--- config.mk ---
export PLATFORM = sky130hd
export DESIGN_NAME = sfp_tx_arbiter
export DESIGN_NICKNAME = d
export VERILOG_FILES = /design/src/rtl/sfp_tx_arbiter.sv
export SDC_FILE = /design/constraint.sdc
export NUM_CORES = 1
export LEC_CHECK = 0
export CAP_MARGIN = 20
export CORE_UTILIZATION = 40
export DETAILED_ROUTE_END_ITERATION = 10
export GPL_ROUTABILITY_DRIVEN = 0
export PLACE_DENSITY = 0.75
export SYNTH_ARGS = -nofsm -noshare
export SYNTH_HDL_FRONTEND = slang
export SYNTH_SLANG_ARGS = --single-unit
--- constraint.sdc ---
create_clock -name clk_in -period 2.5 [get_ports clk_in]
set_clock_uncertainty 0.05 [all_clocks]
set_input_delay 0.5 -clock clk_in [delete_from_list [all_inputs] [get_ports clk_in]]
set_output_delay 0.5 -clock clk_in [all_outputs]
set_load 0.005 [all_outputs]
--- src/rtl/sfp_tx_arbiter.sv ---
// sfp_tx_arbiter: round-robin share of the 32-bit SFP transmit payload path
// between four source channels. Each grant emits a header word followed by up
// to MAX_BURST data words. Packets longer than that are split and resume on a
// later grant flagged as a continuation.
module sfp_tx_arbiter #(
    parameter int unsigned MAX_BURST  = 256,
    parameter int unsigned GAP_CYCLES = 4,
    parameter logic [7:0]  HDR_TAG    = 8'hA5
) (
    input  logic         clk_in,
    input  logic         rst_n,
    input  logic         arb_en,
    input  logic [3:0]   req_valid,
    input  logic [127:0] req_data,
    input  logic [3:0]   req_last,
    output logic [3:0]   req_ready,
    output logic         out_valid,
    output logic [31:0]  out_data,
    output logic         out_sop,
    output logic         out_eop,
    input  logic         out_ready,
    output logic [1:0]   grant_ch,
    output logic         busy,
    output logic         trunc_pulse
);

    localparam int unsigned NUM_CH = 4;
    localparam int unsigned CH_W   = 2;
    localparam int unsigned DATA_W = 32;
    localparam int unsigned BEAT_W = 10;
    localparam int unsigned GAP_W  = 8;

    typedef enum logic [1:0] {
        ST_IDLE = 2'd0,
        ST_HDR  = 2'd1,
        ST_DATA = 2'd2,
        ST_GAP  = 2'd3
    } state_t;

    state_t              state;
    logic [CH_W-1:0]     last_grant;
    logic [NUM_CH-1:0]   cont;
    logic [BEAT_W-1:0]   beat_cnt;
    logic [GAP_W-1:0]    gap_cnt;

    logic                out_free;
    logic                any_req;
    logic [CH_W-1:0]     next_grant;
    logic                sel_valid;
    logic                sel_last;
    logic [DATA_W-1:0]   sel_data;
    logic                xfer;
    logic                burst_full;
    logic                gap_done;
    logic [DATA_W-1:0]   hdr_word;

    // Output register may take a new word when empty or being drained this cycle
    assign out_free   = !out_valid || out_ready;

    // Granted channel's request signals
    assign sel_valid  = req_valid[grant_ch];
    assign sel_last   = req_last[grant_ch];
    assign sel_data   = req_data[{grant_ch, 5'b0} +: DATA_W];

    // Only the granted channel is accepted, and only while the output can load
    assign req_ready  = (state == ST_DATA && out_free) ? (4'b0001 << grant_ch) : 4'b0000;
    assign xfer       = (state == ST_DATA) && out_free && sel_valid;

    // Current beat is the last one the burst is allowed to carry
    assign burst_full = (beat_cnt == BEAT_W'(MAX_BURST - 1));

    // Gap counter reaches its final idle cycle after eop acceptance
    assign gap_done   = ((32'(gap_cnt) + 32'd1) >= GAP_CYCLES);

    assign hdr_word   = {HDR_TAG, 7'd0, cont[grant_ch], 14'd0, grant_ch};

    // Round-robin search starting one past the previous grant; offset 1 wins ties
    always_comb begin
        next_grant = last_grant;
        any_req    = 1'b0;
        for (int i = NUM_CH; i >= 1; i--) begin
            if (req_valid[last_grant + CH_W'(i)]) begin
                any_req    = 1'b1;
                next_grant = last_grant + CH_W'(i);
            end
        end
    end

    // Arbitration FSM with registered output stage
    always_ff @(posedge clk_in or negedge rst_n) begin
        if (!rst_n) begin
            state       <= ST_IDLE;
            last_grant  <= 2'd3;
            grant_ch    <= 2'd0;
            cont        <= '0;
            beat_cnt    <= '0;
            gap_cnt     <= '0;
            busy        <= 1'b0;
            out_valid   <= 1'b0;
            out_data    <= '0;
            out_sop     <= 1'b0;
            out_eop     <= 1'b0;
            trunc_pulse <= 1'b0;
        end else begin
            trunc_pulse <= 1'b0;
            if (out_free) begin
                out_valid <= 1'b0;
            end
            case (state)
                ST_IDLE: begin
                    if (arb_en && any_req) begin
                        grant_ch   <= next_grant;
                        last_grant <= next_grant;
                        busy       <= 1'b1;
                        state      <= ST_HDR;
                    end
                end
                ST_HDR: begin
                    if (out_free) begin
                        out_valid <= 1'b1;
                        out_data  <= hdr_word;
                        out_sop   <= 1'b1;
                        out_eop   <= 1'b0;
                        beat_cnt  <= '0;
                        state     <= ST_DATA;
                    end
                end
                ST_DATA: begin
                    if (xfer) begin
                        out_valid <= 1'b1;
                        out_data  <= sel_data;
                        out_sop   <= 1'b0;
                        beat_cnt  <= beat_cnt + BEAT_W'(1);
                        if (sel_last) begin
                            out_eop        <= 1'b1;
                            cont[grant_ch] <= 1'b0;
                            gap_cnt        <= '0;
                            state          <= ST_GAP;
                        end else if (burst_full) begin
                            out_eop        <= 1'b1;
                            cont[grant_ch] <= 1'b1;
                            trunc_pulse    <= 1'b1;
                            gap_cnt        <= '0;
                            state          <= ST_GAP;
                        end else begin
                            out_eop <= 1'b0;
                        end
                    end
                end
                ST_GAP: begin
                    // Eop word still pending: nothing else loads, so out_valid tracks it
                    if (out_valid) begin
                        gap_cnt <= '0;
                        if (out_ready && GAP_CYCLES == 0) begin
                            busy  <= 1'b0;
                            state <= ST_IDLE;
                        end
                    end else if (gap_done) begin
                        busy  <= 1'b0;
                        state <= ST_IDLE;
                    end else begin
                        gap_cnt <= gap_cnt + GAP_W'(1);
                    end
                end
                default: begin
                    busy  <= 1'b0;
                    state <= ST_IDLE;
                end
            endcase
        end
    end

endmodule

==> flow_metrics.py, run 1 <==
metrics = {
    "setup_path": {
        "rr_endpoint": "state[1]",
        "cp_common_cell": "clkdlybuf4s50_1",
        "path_delay_family": "buffers and inverters",
        "worstPathCellList": "clkdlybuf4s50_1 -> nand2b_1 -> nand2_2 -> nor3_2 -> clkdlybuf4s50_1",
        "ff2ff_path_depth": 7,
        "critPathLaunchType": "input pin",
        "crit_slowest_cell": "clkdlybuf4s50_1",
        "r2r-start": "beat_cnt[0]",
        "path_buf_inv": 2,
        "path_class": "input pin to output pin",
        "arrival_ns": 1.88,
        "crit_required_ns": 1.95,
        "max_stage_delay_ns": 0.52,
        "worst-r2r-setup-slack_ns": 0.23,
        "crit_fanout": 4,
        "cp-end-kind": "output pin",
    },
    "placement": {
        "dp_hpwl_um": 8966,
        "io_buffers": 182,
        "postPlaceCellArea_um2": 5967,
        "placed_cells": 639,
    },
    "timing": {
        "clock.fmax_mhz": 412.2,
        "period_minus_slack_ns": 2.426,
        "max_slew_margin_pct": 65.08,
        "rsz0062_at_grt": "no",
        "hold_viol_final": 0,
        "whs_ns": 0.05187,
        "drv_slew": 0,
        "tightest_slew_ns": 0.5184,
        "setup_viol": 0,
        "fin_crit_sh_pct": 97.04,
    },
    "grt": {
        "grt_pass1_vias": 3812,
        "grt-ovfl-total": 0,
        "grt_pass1_wl_um": 18510,
        "antenna_found_initial": 0,
        "track_usage_pct": 24.22,
        "grt_max_degree": 47,
    },
    "floorplan": {
        "die_h_um": 99.74,
        "dieArea_um2": 9948,
        "fp.dieW_um": 99.74,
        "io_pins": 183,
        "core-area_um2": 9240,
        "initial_core_util_pct": 41.35,
        "rows": 35,
    },
    "power": {
        "internal-power_uw": 3639,
        "finalPower_uw": 5660,
        "seqPwrFrac_pct": 29.9,
        "p_comb_share_pct": 55.9,
        "power.switching_uw": 2021,
        "switching_share_pct": 35.71,
        "vdd_ir_drop_max_uv": 470.1,
        "clockPowerShare_pct": 14.2,
        "leakage_uw": 0.002533,
        "power_density_nw_per_um2": 919.5,
    },
    "drt": {
        "dr.pass1.iters": 5,
        "wire_per_inst_um": 17.44,
        "vias": 3568,
        "ant_nets": 0,
        "wirelength_um": 11420,
        "viasPerCell": 5.447,
        "drc_errors": 0,
        "drt-initial-drc-count": 163,
    },
    "logic_synthesis": {
        "synthCells": 324,
        "synthDistinctLibCells": 50,
        "avgSynthCellArea_um2": 11.79,
        "syn_nets": 470,
        "synth_compound_area_share_pct": 16.73,
        "synth_top_family_by_area": "multiplexers",
        "synthTopCellsByArea": "dfrtp_1 41%, mux4_2 20%, a22o_1 6.6%",
        "synth_area_leader_cell": "dfrtp_1",
        "synth-xor-area-share_pct": 0.6876,
        "synthArstFlopShare_pct": 100.0,
        "synth-seq-cells": 65,
        "yosysSeqAreaShare_pct": 42.63,
        "synthMuxAreaShare_pct": 22.23,
        "synth-simple-area-share_pct": 12.54,
        "synth_edf_count": 0,
        "synth_warnings": 0,
        "ys.flop_type": "dfrtp_1",
        "netlist_area_um2": 3821,
        "yosys.area.top_type_share_pct": 41.26,
        "synthAdderAreaFrac_pct": 1.965,
    },
    "cells_and_area": {
        "layout.nets": 667,
        "n_antenna_cell": 0,
        "final_cells": 655,
        "final_cell_mix": "180 x clkdlybuf4s50_1, 61 x dfrtp_1, 34 x mux4_2",
        "finalInstanceArea_um2": 6156,
        "drive_above_1_share_pct": 17.11,
        "layout_commonest_cell": "clkdlybuf4s50_1",
        "nFillCells": 710,
        "area_growth_pct": 61.10,
        "utilization_pct": 66.62,
    },
    "run": {
        "maxCapViolCount": 0,
    },
    "outcome": {
        "outcome": "completed",
    },
    "clock_tree": {
        "clockRootBuffer": "clkbuf_8",
        "insertion_delay_ns": 0.34,
        "cts_hold_buf": 0,
        "clock-sinks": 65,
        "cts-buffers-inserted": 9,
        "clkTransAtPathRegs_ns": 0.07,
        "cts_htree_levels": 3,
        "postCtsSetupRepairBufs": 0,
        "clock_path_buffers": 2,
        "cts_tree": "yes",
    },
    "worst_hold_path": {
        "hold_path_class": "input pin to asynchronous set/reset pin",
    },
}
cell families (layout without fill, tap and decap cells):
group / after synthesis / in the layout
and+or+nand+nor: 94 / 94
AOI/OAI and AO/OA: 87 / 87
DFF: 65 / 65
muxes: 42 / 42
buffers and inverters: 27 / 229
adders and majority gates: 6 / 6
xor gates and xnor gates: 3 / 3
worst max path at each step:
| stage | cells after the start | endpoint | start |
|---|---|---|---|
| after floorplan | 6 | req_ready[0] | state[0] |
| after global placement | 7 | state[1] | req_valid[2] |
| after detailed placement | 7 | state[1] | req_valid[0] |
| after CTS | 5 | req_ready[0] | out_ready |
| after global routing | 5 | req_ready[2] | out_ready |
| final | 5 | req_ready[0] | out_ready |
layer usage:
| layer | global-route usage (%) | part of all wire [%] | vias to the layer above |
|---|---|---|---|
| met5 | 0 | 0 | - |
| met4 | 10.75 | 2.6 | 0 |
| met3 | 5.903 | 6.3 | 24 |
| met2 | 40.37 | 51 | 141 |
| met1 | 29.86 | 41 | 1746 |
| li1 | - | - | 1657 |
sequential cells by signal, summed over array words and instances, names as in the netlist, named ones only:
register     cells
state            2
gap_cnt          8
grant_ch         2
last_grant       2
beat_cnt        10
out_eop          1
out_sop          1
trunc_pulse      1
out_valid        1
out_data        32
busy             1
per-stage QoR:
step                      worst slack, ns  setup TNS (ns)
after floorplan                    0.3381               0
after global placement            0.01318               0
after detailed placement         -0.06798         -0.3656
after CTS                         0.01057               0
after global routing             0.009666               0
final                             0.07405               0
timing repair:
| action | CTS | global route |
|---|---|---|
| endpoints found under the hold margin | 0 | 0 |
| endpoints found under the setup margin | 0 | 12 |
| resized for setup | 0 | 5 |
final cells by class:
type	instances	area, µm²	share of cell area, %
Clock inverter	3	15.01	0.2439
Multi-Input combinational cell	232	2085	33.86
Inverter	6	22.52	0.3659
Tap cell	129	161.4	2.622
Sequential cell	65	1632	26.50
Clock buffer	13	158.9	2.581
Timing Repair Buffer	207	2082	33.82
cells in the mapped netlist, drive strengths merged, types with 2 or more instances:
cell    number
nor2        15
o31ai        3
mux2i        5
nor4b        2
nand3        7
a22o        29
dfstp        2
buf         11
mux4        34
nor4         2
o221ai       4
clkbuf      10
and3         3
and2         6
xnor2        3
a21o         6
or4          3
nand2b       7
a31oi        2
nor3         6
dfrtp       63
nand3b       5
mux2         3
a21oi        8
nand2       34
o21ai       24
inv          5
ha           6
power groups by stage:
stage | sequential [µW] | combinational [µW] | clock, µW
floorplan | 1630 | 1840 | 0
global route | 1740 | 3460 | 866
finish | 1690 | 3160 | 803
global placement | 1690 | 3100 | 0
detailed placement | 1710 | 3180 | 0
CTS | 1690 | 3180 | 815
(Power assumes the default switching activity.)
==> inputs of run 2 (changes only) <==
--- a/config.mk
+++ b/config.mk
@@ -10,6 +10,7 @@
 export DETAILED_ROUTE_END_ITERATION = 10
 export GPL_ROUTABILITY_DRIVEN = 0
 export PLACE_DENSITY = 0.75
+export RECOVER_POWER = 100
 export SYNTH_ARGS = -nofsm -noshare
 export SYNTH_HDL_FRONTEND = slang
 export SYNTH_SLANG_ARGS = --single-unit
==> run 2 against run 1 <==
Compared with the run above: final cell count did not move; sequential cell count is the same; first-iteration DRC count shrank 15%; via count decreased by 0.45%; die area unchanged.
==> flow_metrics.py, run 2 (synthesis gave the netlist of run 1 again) <==
metrics = {
    "cells_and_area": {
        "largest_register_ff_count": 32,
        "layout.nets": 667,
        "final_cell_mix": "142 x clkdlybuf4s50_1, 61 x dfrtp_1, 38 x dlygate4sd3_1",
        "drive_above_1_share_pct": 15.78,
        "n_antenna_cell": 0,
        "layout_commonest_cell": "clkdlybuf4s50_1",
        "reg_top3": "out_data: 32 flops, beat_cnt: 10 flops, gap_cnt: 8 flops",
        "area_growth_pct": 60.05,
        "largest_register": "out_data",
    },
    "drt": {
        "viasPerCell": 5.423,
        "wirelength_um": 11400,
        "dr.pass1.iters": 5,
        "drc_errors": 0,
        "wire_per_inst_um": 17.41,
        "ant_nets": 0,
        "vias": 3552,
        "drt-initial-drc-count": 139,
    },
    "power": {
        "vdd_ir_drop_max_uv": 467.2,
        "leakage_uw": 0.002577,
        "finalPower_uw": 5504,
        "power_density_nw_per_um2": 900.0,
    },
    "grt": {
        "grt-ovfl-total": 0,
        "track_usage_pct": 24.22,
        "grt_pass1_vias": 3812,
        "grt_pass1_wl_um": 18510,
        "antenna_found_initial": 0,
        "grt_max_degree": 47,
    },
    "floorplan": {
        "rows": 35,
        "initial_core_util_pct": 41.35,
        "dieArea_um2": 9948,
        "die_h_um": 99.74,
        "fp.dieW_um": 99.74,
        "core-area_um2": 9240,
        "io_pins": 183,
    },
    "setup_path": {
        "crit_slowest_cell": "clkdlybuf4s50_1",
        "path_buf_inv": 2,
        "path_delay_family": "buffers and inverters",
        "worstPathCellList": "clkbuf_2 -> nor3_2 -> clkdlybuf4s50_1",
        "cp-end-kind": "output pin",
        "max_stage_delay_ns": 0.52,
        "critPathLaunchType": "flip-flop",
        "path_class": "flip-flop to output pin",
        "worst-r2r-setup-slack_ns": 0.23,
        "arrival_ns": 1.88,
        "crit_required_ns": 1.95,
        "crit_fanout": 15,
    },
    "placement": {
        "io_buffers": 182,
        "dp_hpwl_um": 8966,
    },
    "clock_tree": {
        "clock_path_buffers": 2,
        "cts_tree": "yes",
        "insertion_delay_ns": 0.34,
        "postCtsSetupRepairBufs": 0,
        "cts_htree_levels": 3,
        "clock-sinks": 65,
        "clockRootBuffer": "clkbuf_8",
        "cts-buffers-inserted": 9,
        "clkTransAtPathRegs_ns": 0.07,
    },
    "timing": {
        "whs_ns": 0.2926,
        "clock.fmax_mhz": 412.0,
        "setup_viol": 0,
        "setup_tns_ns": 0,
        "drv_slew": 0,
        "fin_crit_sh_pct": 97.08,
        "period_minus_slack_ns": 2.427,
        "hold_viol_final": 0,
        "rsz0062_at_grt": "no",
        "tightest_slew_ns": 1.090,
        "max_slew_margin_pct": 27.32,
    },
    "run": {
        "maxCapViolCount": 0,
    },
    "worst_hold_path": {
        "hold_path_class": "input pin to asynchronous set/reset pin",
    },
    "outcome": {
        "outcome": "completed",
    },
}
## run 2: changes by cell type in the layout (fill, tap and decap cells not counted), moves of 3 or more
cell	previous run	this run
clkdlybuf4s50_1	180	142
dlygate4sd3_1	0	38
clkbuf_1	2	6
clkbuf_2	0	3
and2_0	0	6
and2_1	6	0
buf_4	19	13
## run 2: layout make-up
class | instances | area (µm²)
clock inverter | 3 | 15.01
timing repair buffer | 207 | 2049
sequential | 65 | 1632
inverter | 6 | 22.52
tap | 129 | 161.4
clock buffer | 13 | 158.9
multi-input combinational | 232 | 2077
fill | 717 | 3124
## run 2: worst reg2reg max path, stage by stage (launching register included)
cell	delay, ns
dfrtp_1	0.40
ha_1	0.21
nand3_1	0.19
nor4_2	0.39
o21ai_2	0.15
a22o_1	0.21
a211o_1	0.25
mux2_1	0.31
## run 2: per-layer routing
| metal | vias to the layer above | track usage [%] | wire length [µm] |
|---|---|---|---|
| met5 | - | 0 | 0 |
| met4 | 0 | 10.75 | 313 |
| met3 | 27 | 5.903 | 732 |
| met2 | 143 | 40.37 | 5737 |
| met1 | 1732 | 29.86 | 4620 |
| li1 | 1650 | - | - |
## run 2: stage by stage
step                      std cells  area, µm²  utilization (%)  setup slack, ns
after floorplan                 324       3821                -           0.3381
after global placement          639       5967            64.58          0.01318
after detailed placement        639       5967            64.58         -0.06798
after CTS                       655       6141            66.46          0.01057
after global routing            655       6116            66.19         0.008775
final                           655       6116            66.19          0.07298
## run 2: timing repair
action	4_1_cts	5_1_grt
gates resized for setup	0	5
hold buffers	0	0
setup endpoints to repair	0	12
## run 2: final timing paths
kind	startpoint	end	cells after the start
worst max-delay path	grant_ch[1]	req_ready[0]	3
worst max register to register	beat_cnt[0]	state[1]	7
min in group clk_in	out_sop	out_sop	2
worst min register to register	out_sop	out_sop	2
worst min-delay path	rst_n	out_data[8]	1
max in group asynchronous	rst_n	last_grant[0]	2
## run 2: power breakdown
| group | total (µW) | switching, µW | internal [µW] |
|---|---|---|---|
| Combinational | 3020 | 1320 | 1700 |
| Sequential | 1680 | 280 | 1400 |
| Clock | 804 | 394 | 410 |
| Total | 5500 | 2000 | 3510 |
==> inputs of run 3 (changes only) <==
--- a/config.mk
+++ b/config.mk
@@ -9,7 +9,7 @@
 export CORE_UTILIZATION = 40
 export DETAILED_ROUTE_END_ITERATION = 10
 export GPL_ROUTABILITY_DRIVEN = 0
-export PLACE_DENSITY = 0.75
+export PLACE_DENSITY_LB_ADDON = 0.15
 export RECOVER_POWER = 100
 export SYNTH_ARGS = -nofsm -noshare
 export SYNTH_HDL_FRONTEND = slang
==> run 3 against run 2 <==
Compared with the run above: final cell count increased by 0.46%; worst setup slack worse by 0.0066 ns; combinational power hardly changed; clock-buffer cell count shrank 3; critical path depth up 2; global-route usage down 1.2 points; register-to-register slack worse by 0.02 ns; routed wire length decreased by 4.3%; sequential power about the same; non-clock buffer count up 3; total power is 3.9% higher; hold slack improved by 0.049 ns.
==> flow_metrics.py, run 3 (synthesis gave the netlist of run 1 again) <==
metrics = {
    "outcome": {
        "outcome": "completed",
    },
    "setup_path": {
        "ff2ff_path_depth": 8,
        "path_class": "input pin to output pin",
        "rr_endpoint": "state[1]",
        "critPathLaunchType": "input pin",
        "crit_required_ns": 1.95,
        "r2r-start": "state[0]",
        "worst-r2r-setup-slack_ns": 0.21,
        "cp-end-kind": "output pin",
        "crit_fanout": 4,
        "arrival_ns": 1.88,
    },
    "placement": {
        "placed_cells": 641,
        "postPlaceCellArea_um2": 5957,
        "dp_hpwl_um": 8564,
        "io_buffers": 182,
    },
    "worst_hold_path": {
        "hold_path_class": "input pin to asynchronous set/reset pin",
    },
    "timing": {
        "rsz0062_at_grt": "no",
        "setup_viol": 0,
        "tightest_slew_ns": 1.226,
        "period_minus_slack_ns": 2.434,
        "clock.fmax_mhz": 410.9,
        "drv_slew": 0,
        "max_slew_margin_pct": 18.24,
        "fin_crit_sh_pct": 97.34,
        "hold_viol_final": 0,
    },
    "drt": {
        "viasPerCell": 5.508,
        "drc_errors": 0,
        "vias": 3624,
        "wire_per_inst_um": 16.59,
        "ant_nets": 0,
        "dr.pass1.iters": 4,
        "wirelength_um": 10920,
        "drt-initial-drc-count": 159,
    },
    "floorplan": {
        "rows": 35,
        "dieArea_um2": 9948,
        "die_h_um": 99.74,
        "initial_core_util_pct": 41.35,
        "io_pins": 183,
        "core-area_um2": 9240,
        "fp.dieW_um": 99.74,
    },
    "clock_tree": {
        "clock-sinks": 65,
        "insertion_delay_ns": 0.34,
        "cts-buffers-inserted": 9,
        "cts_htree_levels": 3,
        "clockRootBuffer": "clkbuf_8",
        "clock_path_buffers": 2,
        "cts_hold_buf": 0,
        "clkTransAtPathRegs_ns": 0.08,
        "cts_tree": "yes",
    },
    "cells_and_area": {
        "area_growth_pct": 61.30,
        "final_cells": 658,
        "layout.nets": 670,
        "n_antenna_cell": 0,
        "finalInstanceArea_um2": 6163,
        "reg_top3": "out_data: 32 flops, beat_cnt: 10 flops, gap_cnt: 8 flops",
        "layout_commonest_cell": "clkdlybuf4s50_1",
        "largest_register_ff_count": 32,
        "final_cell_mix": "142 x clkdlybuf4s50_1, 61 x dfrtp_1, 38 x dlygate4sd3_1",
        "largest_register": "out_data",
        "drive_above_1_share_pct": 16.26,
    },
    "power": {
        "vdd_ir_drop_max_uv": 666.7,
        "internal-power_uw": 3672,
        "power_density_nw_per_um2": 927.8,
        "switching_share_pct": 35.79,
        "p_comb_share_pct": 52.7,
        "seqPwrFrac_pct": 29.5,
        "clockPowerShare_pct": 17.8,
        "leakage_uw": 0.002572,
        "power.switching_uw": 2046,
    },
    "grt": {
        "track_usage_pct": 23.07,
        "antenna_found_initial": 0,
        "grt_pass1_wl_um": 17750,
        "grt_pass1_vias": 3726,
        "grt_max_degree": 30,
        "grt-ovfl-total": 0,
    },
    "run": {
        "maxCapViolCount": 0,
    },
}
run 3: layout make-up:
class	count	area (µm²)
Fill cell	740	3077
Multi-Input combinational cell	232	2077
Timing Repair Buffer	210	2042
Sequential cell	65	1632
Tap cell	129	161.4
Clock buffer	10	137.6
Clock inverter	6	91.34
Inverter	6	22.52
run 3: what timing repair did:
action | in CTS | in global routing
setup endpoints to repair | 0 | 11
setup buffers | 0 | 1
resized for setup | 0 | 5
run 3: worst max-delay path by stage:
stage,from,end,depth (start not counted)
detailed placement,req_valid[3],state[1],7
global placement,req_valid[3],beat_cnt[4],8
CTS,out_ready,req_ready[0],5
floorplan,state[0],req_ready[0],6
global route,state[0],req_ready[2],5
finish,out_ready,req_ready[2],5
run 3: worst max-delay path, stage by stage:
cell	delay [ns]
clkdlybuf4s50_1	0.48
nand2b_4	0.13
nand2_2	0.10
nor2_1	0.15
clkdlybuf4s50_1	0.53
run 3: metrics by stage:
step | utilization (%) | total power (µW) | hold slack (ns) | setup WS, ns | TNS, ns
floorplan | - | 3467 | 0.1544 | 0.3381 | 0
global placement | 64.47 | 4755 | 0.4106 | -0.01762 | -0.01762
detailed placement | 64.47 | 4831 | 0.4229 | -0.04990 | -0.1816
CTS | 66.95 | 5854 | 0.09349 | 0.02210 | 0
global route | 66.70 | 6123 | 0.4459 | 0.01697 | 0
finish | 66.70 | 5719 | 0.3421 | 0.06643 | 0
run 3: routing by layer:
layer | global-route usage, % | vias to the layer above | wire [µm]
li1 | - | 1659 | -
met1 | 29.10 | 1795 | 4379
met2 | 39.10 | 155 | 5529
met3 | 5.411 | 15 | 841
met4 | 7.579 | 0 | 167
met5 | 0 | - | 0
run 3: power by group through the flow:
stage / clock network, µW / logic [µW] / registers, µW
after floorplan: 0 / 1840 / 1630
after global placement: 0 / 3050 / 1700
after detailed placement: 0 / 3120 / 1710
after CTS: 1030 / 3120 / 1700
after global routing: 1090 / 3300 / 1740
final: 1020 / 3020 / 1690
